## src/rtl/ibex_fetch_align_fifo_pkg.sv

```systemverilog
// Shared constants and helpers for the fetch-side instruction buffer / realigner.
package ibex_fetch_align_fifo_pkg;

  localparam int unsigned FETCH_DEPTH = 3;
  localparam logic [1:0]  INSTR_LEN32 = 2'b11;

  typedef struct packed {
    logic [31:0] word;
    logic        err;
  } fifo_entry_t;

  function automatic logic is_compressed(input logic [15:0] half);
    return (half[1:0] != INSTR_LEN32);
  endfunction

endpackage

```

## src/rtl/ibex_fetch_align_fifo.sv

```systemverilog
// Fetch buffer at the IF/ID boundary: stores word-aligned fetch responses and
// presents one aligned (compressed or full) instruction per handshake with its PC.
module ibex_fetch_align_fifo
  import ibex_fetch_align_fifo_pkg::*;
#(
  parameter int unsigned DEPTH = FETCH_DEPTH
) (
  input  logic        CK,
  input  logic        rst_ni,
  input  logic        clear_i,
  input  logic [31:0] branch_addr_i,
  input  logic        in_valid_i,
  input  logic [31:0] in_rdata_i,
  input  logic        in_err_i,
  output logic        in_ready_o,
  output logic        out_valid_o,
  input  logic        out_ready_i,
  output logic [31:0] out_rdata_o,
  output logic [31:0] out_addr_o,
  output logic        out_is_compressed_o,
  output logic        out_err_o,
  output logic        instr_new_o
);

  localparam int unsigned PTR_W = $clog2(DEPTH);
  localparam int unsigned CNT_W = $clog2(DEPTH + 1);
  localparam logic [PTR_W-1:0] PTR_LAST = PTR_W'(DEPTH - 1);
  localparam logic [CNT_W-1:0] CNT_FULL = CNT_W'(DEPTH);

  fifo_entry_t      mem_r [DEPTH];
  logic [PTR_W-1:0] wr_ptr_r;
  logic [PTR_W-1:0] rd_ptr_r;
  logic [PTR_W-1:0] rd_ptr_nxt_s;
  logic [CNT_W-1:0] count_r;
  logic [31:0]      pc_r;
  logic             presented_r;

  fifo_entry_t      w0_s;
  fifo_entry_t      w1_s;
  logic [15:0]      half_s;
  logic             comp_s;
  logic             has_one_s;
  logic             has_two_s;
  logic             valid_s;
  logic [31:0]      rdata_s;
  logic             err_s;
  logic             in_ready_s;
  logic             hs_s;
  logic             push_s;
  logic             pop_s;
  logic [31:0]      pc_inc_s;

  function automatic logic [PTR_W-1:0] ptr_inc(input logic [PTR_W-1:0] p);
    return (p == PTR_LAST) ? '0 : p + PTR_W'(1);
  endfunction

  assign rd_ptr_nxt_s = ptr_inc(rd_ptr_r);
  assign w0_s         = mem_r[rd_ptr_r];
  assign w1_s         = mem_r[rd_ptr_nxt_s];
  assign half_s       = pc_r[1] ? w0_s.word[31:16] : w0_s.word[15:0];
  assign comp_s       = is_compressed(half_s);
  assign has_one_s    = (count_r != CNT_W'(0));
  assign has_two_s    = (count_r >= CNT_W'(2));

  // Realign head words into one instruction and decide whether it is complete.
  always_comb begin
    rdata_s = 32'h0000_0000;
    valid_s = 1'b0;
    err_s   = 1'b0;
    if (comp_s) begin
      rdata_s = {16'h0000, half_s};
      valid_s = has_one_s;
      err_s   = w0_s.err;
    end else if (!pc_r[1]) begin
      rdata_s = w0_s.word;
      valid_s = has_one_s;
      err_s   = w0_s.err;
    end else begin
      // A faulting first half is emitted at once so the error is not held up
      // waiting for a second word that may never come.
      rdata_s = {w1_s.word[15:0], half_s};
      valid_s = has_two_s | (has_one_s & w0_s.err);
      err_s   = w0_s.err | (has_two_s & w1_s.err);
    end
  end

  assign in_ready_s = (count_r < CNT_FULL);
  assign hs_s       = valid_s & out_ready_i;
  assign push_s     = in_valid_i & in_ready_s & ~clear_i;
  // A compressed instruction in the low half leaves the upper half still to consume.
  assign pop_s      = hs_s & (pc_r[1] | ~comp_s) & ~clear_i;
  assign pc_inc_s   = comp_s ? 32'd2 : 32'd4;

  assign in_ready_o          = in_ready_s;
  assign out_valid_o         = valid_s;
  assign out_rdata_o         = rdata_s;
  assign out_addr_o          = pc_r;
  assign out_is_compressed_o = valid_s & comp_s;
  assign out_err_o           = valid_s & err_s;
  assign instr_new_o         = valid_s & ~presented_r;

  // Word storage; cleared on reset so idle outputs read as zero.
  always_ff @(posedge CK or negedge rst_ni) begin
    if (!rst_ni) begin
      for (int i = 0; i < int'(DEPTH); i++) begin
        mem_r[i] <= '0;
      end
    end else if (push_s) begin
      mem_r[wr_ptr_r] <= '{word: in_rdata_i, err: in_err_i};
    end
  end

  // Pointers, occupancy, head PC and first-presentation tracking.
  always_ff @(posedge CK or negedge rst_ni) begin
    if (!rst_ni) begin
      wr_ptr_r    <= '0;
      rd_ptr_r    <= '0;
      count_r     <= '0;
      pc_r        <= 32'h0000_0000;
      presented_r <= 1'b0;
    end else if (clear_i) begin
      wr_ptr_r    <= '0;
      rd_ptr_r    <= '0;
      count_r     <= '0;
      pc_r        <= {branch_addr_i[31:1], 1'b0};
      presented_r <= 1'b0;
    end else begin
      if (push_s) begin
        wr_ptr_r <= ptr_inc(wr_ptr_r);
      end
      if (pop_s) begin
        rd_ptr_r <= rd_ptr_nxt_s;
      end
      count_r <= count_r + CNT_W'(push_s) - CNT_W'(pop_s);
      if (hs_s) begin
        pc_r        <= pc_r + pc_inc_s;
        presented_r <= 1'b0;
      end else if (valid_s && !out_ready_i) begin
        presented_r <= 1'b1;
      end
    end
  end

endmodule

```

## config.mk

```make
export PLATFORM = sky130hd
export DESIGN_NAME = ibex_fetch_align_fifo
export DESIGN_NICKNAME = d
export VERILOG_FILES = /design/src/rtl/ibex_fetch_align_fifo_pkg.sv /design/src/rtl/ibex_fetch_align_fifo.sv
export SDC_FILE = /design/constraint.sdc
export NUM_CORES = 1
export LEC_CHECK = 0
export BUFFER_PORTS_ARGS = -buffer_cell sky130_fd_sc_hd__buf_4
export CAP_MARGIN = 0
export CORE_MARGIN = 3
export CORE_UTILIZATION = 50
export DETAILED_ROUTE_END_ITERATION = 10
export GPL_TIMING_DRIVEN = 0
export PLACE_DENSITY = 0.84
export RECOVER_POWER = 100
export SYNTH_ARGS = -nofsm -noshare
export SYNTH_HDL_FRONTEND = slang
export SYNTH_SLANG_ARGS = --single-unit
```

## constraint.sdc

```tcl
create_clock -name CK -period 4.4 [get_ports CK]
set_clock_uncertainty 0.05 [all_clocks]
set_input_delay 0.22 -clock CK [delete_from_list [all_inputs] [get_ports CK]]
set_output_delay 0.22 -clock CK [all_outputs]
set_load 0.005 [all_outputs]
```

==> results of run 1 <==
[cell type report]
class | instances | area, um2
plain buffers | 45 | 189
clock buffers | 19 | 443
clock inverters | 13 | 168
fillers | 1008 | 4370
inverters | 13 | 48.8
multi-input cells | 474 | 3660
flip-flops and latches | 137 | 3430
well taps | 180 | 225
repair buffers | 195 | 1570
[worst max-delay path, stage by stage (launching register included)]
cell and delay, ns:
dfrtp_1 0.41, buf_6 0.16, mux2i_1 0.13, mux4_2 0.56, nor2_1 0.38, inv_2 0.21, clkbuf_1 0.34, ha_1 0.34
ha_1 0.20, a31o_1 0.32, nand2_8 0.16, nor4_4 0.06, xor2_1 0.14, mux2_2 0.28
[layer usage]
layer	up-vias	GRT usage
li1	2853	-
met1	3054	0.317
met2	308	0.454
met3	54	0.0640
met4	0	0.105
met5	-	0
[worst paths after layout]
path	from	to	slack [ns]	cells after the start
worst max-delay path	rd_ptr_r[1]	out_addr_o[31]	0.53	13
worst min-delay path	in_rdata_i[31]	mem_r[98]	0.01	2
worst max register to register	rd_ptr_r[1]	out_addr_o[31]	0.53	13
worst min register to register	mem_r[26]	mem_r[26]	0.45	1
max in group asynchronous	rst_ni	mem_r[1]	1.09	3
min in group asynchronous	rst_ni	out_addr_o[17]	0.80	2
[kinds of logic after synthesis]
family          Yosys count
buf+inv                  58
xor+xnor                 31
other cells               1
fa+ha+maj                 5
compound gates          130
simple gates            147
mux                     160
flops                   137
[power by group through the flow]
stage / clock, mW / sequential, mW / combinational [mW]
after floorplan: 0 / 1.73 / 0.767
after global placement: 0 / 1.79 / 1.18
after detailed placement: 0 / 1.80 / 1.22
after CTS: 1.48 / 1.79 / 1.27
after global routing: 1.54 / 1.83 / 1.36
final: 1.47 / 1.79 / 1.25
[sequential cells by signal (all words and copies together), names as in the netlist]
name,count
out_addr_o,31
mem_r,99
wr_ptr_r,2
rd_ptr_r,2
presented_r,1
count_r,2
[stage by stage]
step,instance area (um2),hold WS [ns],instances,power (mW)
floorplan,7340,-0.126,669,2.50
global placement,8590,0.379,985,2.97
detailed placement,8620,0.0850,986,3.02
CTS,9800,0.0000634,1075,4.54
global route,9730,0.00114,1076,4.73
finish,9730,0.0119,1076,4.52
[layout by cell type (no fill, tap or decap), types with 7 or more instances in the layout]
| master | instances |
|---|---|
| dfrtp_1 | 137 |
| mux2_2 | 115 |
| buf_4 | 85 |
| dlygate4sd3_1 | 58 |
| nor2_1 | 52 |
| clkbuf_1 | 51 |
| nand2_1 | 47 |
| mux2i_1 | 42 |
| clkbuf_4 | 42 |
| a21oi_1 | 37 |
| o21ai_0 | 31 |
| a211oi_1 | 29 |
| xor2_1 | 18 |
| clkbuf_16 | 17 |
| a221oi_1 | 16 |
| xnor2_1 | 13 |
| inv_1 | 9 |
| and3_1 | 7 |
[repair_timing]
item,in CTS,in global routing
hold endpoints to repair,137,1
endpoints found under the setup margin,0,0
hold buffers,57,1
==> results.cfg, run 1 <==
[run_status]
outcome = complete, but fails checks
violations = capacitance limit, slew limit

[pwr]
power_frac_seq = 0.397
sw_frac_of_total = 0.311
power_density_nw_per_um2 = 464
p_clk_frac = 0.326
ir_drop_mv = 0.378
cell_internal_pwr_mw = 3.11
pwr-share-comb = 0.277
power_switching_mw = 1.40
p_leak_nw = 4.14

[drt]
vias = 6269
met1_length_um = 8260
ant_nets = 0
vias_per_cell = 5.83
dr.pass1.iters = 5
first_iter_violations = 554
wl_met2_um = 10500
drc = 0
wl_per_cell_um = 19.5
dr_wl_met3_um = 1590
wirelength_um = 21000
top_layer = met4

[cells_and_area]
final_util = 0.690
num_antenna_cells = 0
nets = 958
syn2layout_area_growth_pct = 32.5
drive_above_1_share = 0.316

[cts]
numCtsBuffers = 17
insertion_delay_ns = 0.43
htreeDepth = 4
cts.reportedPaths.clkPinSlew_ns = 0.06
postCtsSetupBuffers = 0
cts_root_buf = clkbuf_16
clockBufferDepth = 2
cts.sinks = 137
cts_tree = yes
cts_resized = 0

[timing]
worst_slack_ns = 0.531
final.setup.tns_ns = 0
timing.fmax_mhz = 258
period_share = 0.879
period_needed_ns = 3.87
finalSetupViolations = 0
worst_pin_slew_ns = 1.88
relSlewSlack = -0.253
slew_viol_final = 36
final_hold_viol_count = 0
rsz0062_at_grt = no

[synth]
synth_seq_cells = 137
synth_area_leaders = dfrtp_1 47%, mux2_2 18%, mux2i_1 5.7%, a211oi_1 3.0%, nor2_1 2.6%
synth_top_family_by_area = multiplexers
yosys.area_share.simple = 0.0977
synthXorXnorAreaFrac = 0.0370
synthMostInstantiatedCell = dfrtp_1
synthFlopType = dfrtp_1
synth_nets = 744
ys_top_cells_by_count = 137 x dfrtp_1, 116 x mux2_2, 51 x nor2_1
muxShareOfSynthArea = 0.241
netlist_area_um2 = 7340
syn_area_per_cell_um2 = 11.0
netlist.area_leader.share = 0.467
ys_warn_count = 0
synth_edf_count = 0
synth_cell_types = 50
syn_inst = 669
synthAdderAreaFrac = 0.00852
async_reset_ff_frac = 1.00
synth_compound_area_frac = 0.115
yosysTopAreaCell = dfrtp_1
synth_seq_area_share = 0.467

[global_route]
grt_pass1_vias = 6431
track_usage = 0.263
grt_pass1_wl_um = 33300
grt_max_degree = 104
antenna_found_initial = 0
grt_overflow = 0

[die]
dieWidth_um = 127
dieArea_um2 = 16200
die_y_um = 127
row_count = 43
pin_count = 139
start_util = 0.521
coreArea_um2 = 14100

[setup_path]
worstSetupEndpointType = flip-flop
critical_path_class = reg2reg
cp.required_ns = 4.65
arrival_ns = 4.12
start_kind = flip-flop
critPathMaxFanout = 11

[run]
drv_cap = 1

[hold_path]
hp-class = in2reg

[placement]
gp_congestion = 0.932
post-place-ws_ns = 0.730
dp_hpwl_um = 14100
io_buffer_count = 136
Note: power is estimated with default switching activity, not from simulation.
==> inputs of run 2 (changes only) <==
- CORE_MARGIN: 3 -> default
==> results.cfg, run 2 (same netlist as run 1, synthesis figures left out) <==
[cts]
clockBufferDepth = 2
cts.reportedPaths.clkPinSlew_ns = 0.06
htreeDepth = 4
cts_tree = yes
numCtsBuffers = 17
cts_root_buf = clkbuf_16
insertion_delay_ns = 0.43
cts_resized = 0
cts.sinks = 137
postCtsSetupBuffers = 0

[timing]
finalSetupViolations = 0
worst_pin_slew_ns = 1.82
slew_viol_final = 34
whs_ns = 0.0232
relSlewSlack = -0.213
timing.fmax_mhz = 257
final.setup.tns_ns = 0
final_hold_viol_count = 0
worst_slack_ns = 0.503
rsz0062_at_grt = no
period_needed_ns = 3.90
period_share = 0.886

[setup_path]
critical_path_class = reg2reg
crit_path_top_delay_cell = mux4_2
timing.critical_path.buf_inv = 3
critPathTopFamily = multiplexers
critPathMaxFanout = 11
cp.required_ns = 4.66
cpPeakStageDelay_ns = 0.57
worstSetupEndpointType = flip-flop
arrival_ns = 4.16
cp_common_cell = ha_1
path_cells = buf_6 -> mux2i_1 -> mux4_2 -> nor2_1 -> inv_2 -> clkbuf_1 -> ha_1 -> ha_1 -> a31o_1 -> nand2_8 -> nor4_4 -> xor2_1 -> mux2_2
start_kind = flip-flop

[drt]
vias_per_cell = 5.94
drc = 0
first_iter_violations = 544
dr.pass1.iters = 5
wl_per_cell_um = 19.7
ant_nets = 0
vias = 6416
wirelength_um = 21300

[pwr]
p_leak_nw = 4.18
power_density_nw_per_um2 = 470
finalPower_mw = 4.61
ir_drop_mv = 0.357

[placement]
gp_congestion = 0.901
post-place-ws_ns = 0.733
io_buffer_count = 136
dp_hpwl_um = 13700

[run]
drv_cap = 1

[run_status]
outcome = complete, but fails checks
violations = capacitance limit, slew limit

[cells_and_area]
register_area_um2 = 3430
n_fill_cell = 1012
regMostFlops = mem_r
final_common_cell = dfrtp_1
nets = 963
num_antenna_cells = 0
multi_input_area_um2 = 3660
final_cell_mix = 137 x dfrtp_1, 116 x mux2_2, 88 x buf_4
largest_reg_flops = 99
syn2layout_area_growth_pct = 33.6
drive_above_1_share = 0.314
final_util = 0.696

[die]
die_y_um = 123
dieWidth_um = 123
row_count = 43
coreArea_um2 = 14100
start_util = 0.521
pin_count = 139
dieArea_um2 = 15200

[global_route]
antenna_found_initial = 0
grt_overflow = 0
grt_pass1_wl_um = 33500
track_usage = 0.295
grt_max_degree = 106
grt_pass1_vias = 6594

[hold_path]
hp-class = in2reg
## run 2: cell types whose count changed in the layout (fill, tap and decap cells not counted), sizes merged
cell | previous run | this run
clkbuf | 111 | 110
clkinvlp | 2 | 1
buf | 90 | 92
clkinv | 8 | 5
dlygate4sd3 | 58 | 63
bufinv | 3 | 4
inv | 13 | 15
## run 2: stage by stage
step | std cells | instance area [um2]
floorplan | 669 | 7340
CTS | 1081 | 9890
global route | 1081 | 9800
finish | 1081 | 9800
detailed placement | 986 | 8620
global placement | 985 | 8590
## run 2: worst min-delay path, stage by stage
cell and delay, ns:
buf_4 0.08, nand2_1 0.06, o21ai_0 0.10
## run 2: repair_timing
item,4_1_cts,5_1_grt
hold buffers,63,0
endpoints found under the setup margin,0,0
hold endpoints to repair,153,0
## run 2: cell type report
| class | instances | area share |
|---|---|---|
| clock buffer | 20 | 0.0466 |
| multi-input combinational | 474 | 0.373 |
| tap | 180 | 0.0230 |
| buffer | 45 | 0.0193 |
| sequential | 137 | 0.350 |
| inverter | 13 | 0.00498 |
| clock inverter | 12 | 0.0189 |
| timing repair buffer | 200 | 0.164 |
## run 2: final timing paths
kind | startpoint | to | slack, ns | depth (start not counted)
setup reg to reg | rd_ptr_r[1] | out_addr_o[31] | 0.50 | 13
max in group asynchronous | rst_ni | mem_r[16] | 1.15 | 3
hold reg to reg | mem_r[96] | mem_r[96] | 0.46 | 1
min in group asynchronous | rst_ni | out_addr_o[16] | 0.79 | 2
hold / removal | branch_addr_i[12] | out_addr_o[12] | 0.02 | 3
setup / recovery | rd_ptr_r[1] | out_addr_o[31] | 0.50 | 13
## run 2: metal layers
metal	share of wire	wire [um]	track usage	vias to the layer above
li1	-	-	-	2863
met1	0.38	8180	0.343	3169
met2	0.50	10700	0.496	321
met3	0.078	1670	0.0803	63
met4	0.037	793	0.157	0
met5	0	0	0	-
## run 2: where the power goes
group / internal (mW) / switching, mW / total, mW
clock network: 0.987 / 0.568 / 1.56
registers: 1.56 / 0.229 / 1.79
logic: 0.647 / 0.621 / 1.27
total: 3.19 / 1.42 / 4.61
==> inputs of run 3 (changes only) <==
- CORE_UTILIZATION: 50 -> 30
- PLACE_DENSITY: 0.84 -> 0.59
==> results.cfg, run 3 (same netlist as run 1, synthesis figures left out) <==
[drt]
dr.pass1.iters = 4
ant_nets = 0
vias_per_cell = 4.92
vias = 5993
first_iter_violations = 238
drc = 0
wirelength_um = 21500
wl_per_cell_um = 17.6

[cells_and_area]
drive_above_1_share = 0.311
nets = 962
largest_reg_flops = 99
final_cell_mix = 137 x dfrtp_1, 116 x mux2_2, 84 x buf_4
syn2layout_area_growth_pct = 35.6
num_antenna_cells = 0
instances_no_fill = 1219
final_common_cell = dfrtp_1
regMostFlops = mem_r

[die]
die_y_um = 158
pin_count = 139
coreArea_um2 = 23800
dieWidth_um = 158
dieArea_um2 = 25100
row_count = 56
start_util = 0.309

[global_route]
antenna_found_initial = 0
grt_overflow = 0
grt_max_degree = 77
grt_pass1_wl_um = 33900
track_usage = 0.179
grt_pass1_vias = 6105

[timing]
rsz0062_at_grt = no
relSlewSlack = -1.08
period_share = 0.897
worst_pin_slew_ns = 3.12
timing.fmax_mhz = 253
finalSetupViolations = 0
period_needed_ns = 3.95
slew_viol_final = 62
final.setup.tns_ns = 0
final_hold_viol_count = 0

[placement]
dp_hpwl_um = 15300
dpl.cell_count = 1125
io_buffer_count = 136
gp_congestion = 0.851

[cts]
postCtsSetupBuffers = 0
cts_root_buf = clkbuf_16
cts_tree = yes
cts.sinks = 137
insertion_delay_ns = 0.43
clockBufferDepth = 2
cts.reportedPaths.clkPinSlew_ns = 0.07
numCtsBuffers = 17
htreeDepth = 4

[pwr]
p_leak_nw = 4.17
power_density_nw_per_um2 = 450
finalPower_mw = 4.48
ir_drop_mv = 0.252

[setup_path]
crit_path_top_delay_cell = mux4_2
critPathTopFamily = simple AND/OR/NAND/NOR gates
timing.critical_path.buf_inv = 4
start_kind = flip-flop
critical_path_class = reg2reg
cp.required_ns = 4.62
arrival_ns = 4.17
cpPeakStageDelay_ns = 0.55
path_cells = buf_6 -> mux2i_1 -> mux4_2 -> nor2_1 -> inv_2 -> clkbuf_1 -> ha_1 -> nor2b_1 -> nor2b_1 -> ha_1 -> inv_1 -> ha_1 -> nor2b_1
critPathMaxFanout = 11
worstSetupEndpointType = flip-flop

[run]
drv_cap = 1

[run_status]
outcome = complete, but fails checks
violations = capacitance limit, slew limit

[hold_path]
hp-class = in2reg
-- run 3: cell types whose count changed in the layout (fill, tap and decap cells not counted), moves of 2 or more --
cell       change
clkbuf_8       -2
inv_8          +3
bufinv_16      -4
clkinv_8       +7
buf_4          -4
buf_1          +2
-- run 3: per-stage QoR --
step / hold WS [ns] / worst slack, ns / utilization / instance area (um2)
floorplan: -0.126 / 1.31 / - / 7340
global placement: 0.381 / 0.633 / 0.369 / 8760
detailed placement: 0.197 / 0.649 / 0.370 / 8790
CTS: 0.000935 / 0.626 / 0.422 / 10000
global route: 0.00854 / 0.254 / 0.419 / 9960
finish: 0.0166 / 0.453 / 0.419 / 9960
-- run 3: repair_timing --
action	4_1_cts	5_1_grt
gates resized for setup	0	0
hold buffers	62	0
hold endpoints to repair	184	0
-- run 3: per-layer routing --
layer | vias to the layer above | wire [um] | track usage
li1 | 2862 | - | -
met3 | 15 | 1120 | 0.0346
met4 | 0 | 211 | 0.0476
met1 | 2943 | 10300 | 0.245
met5 | - | 0 | 0
met2 | 173 | 9910 | 0.289
-- run 3: path summary, 6_finish.rpt --
check | startpoint | to | slack, ns | depth (start not counted)
max in group asynchronous | rst_ni | mem_r[39] | 0.99 | 2
worst min register to register | mem_r[97] | mem_r[97] | 0.46 | 1
worst max register to register | rd_ptr_r[1] | count_r[0] | 0.45 | 13
min in group asynchronous | rst_ni | out_addr_o[31] | 1.51 | 2
worst min-delay path | in_rdata_i[16] | mem_r[50] | 0.02 | 2
worst max-delay path | rd_ptr_r[1] | count_r[0] | 0.45 | 13
-- run 3: power breakdown --
part | total [mW] | internal (mW) | switching, mW
combinational | 1.25 | 0.642 | 0.612
clock | 1.45 | 0.774 | 0.674
sequential | 1.78 | 1.56 | 0.218
total | 4.48 | 2.98 | 1.50
-- run 3: cell type report --
class                      count  area (um2)
sequential                   137        3430
tap                          319         399
inverter                      13        48.8
multi-input combinational    474        3660
clock inverter                15         191
fill                        2326       13800
timing repair buffer         199        1620
buffer                        45         189
clock buffer                  17         425
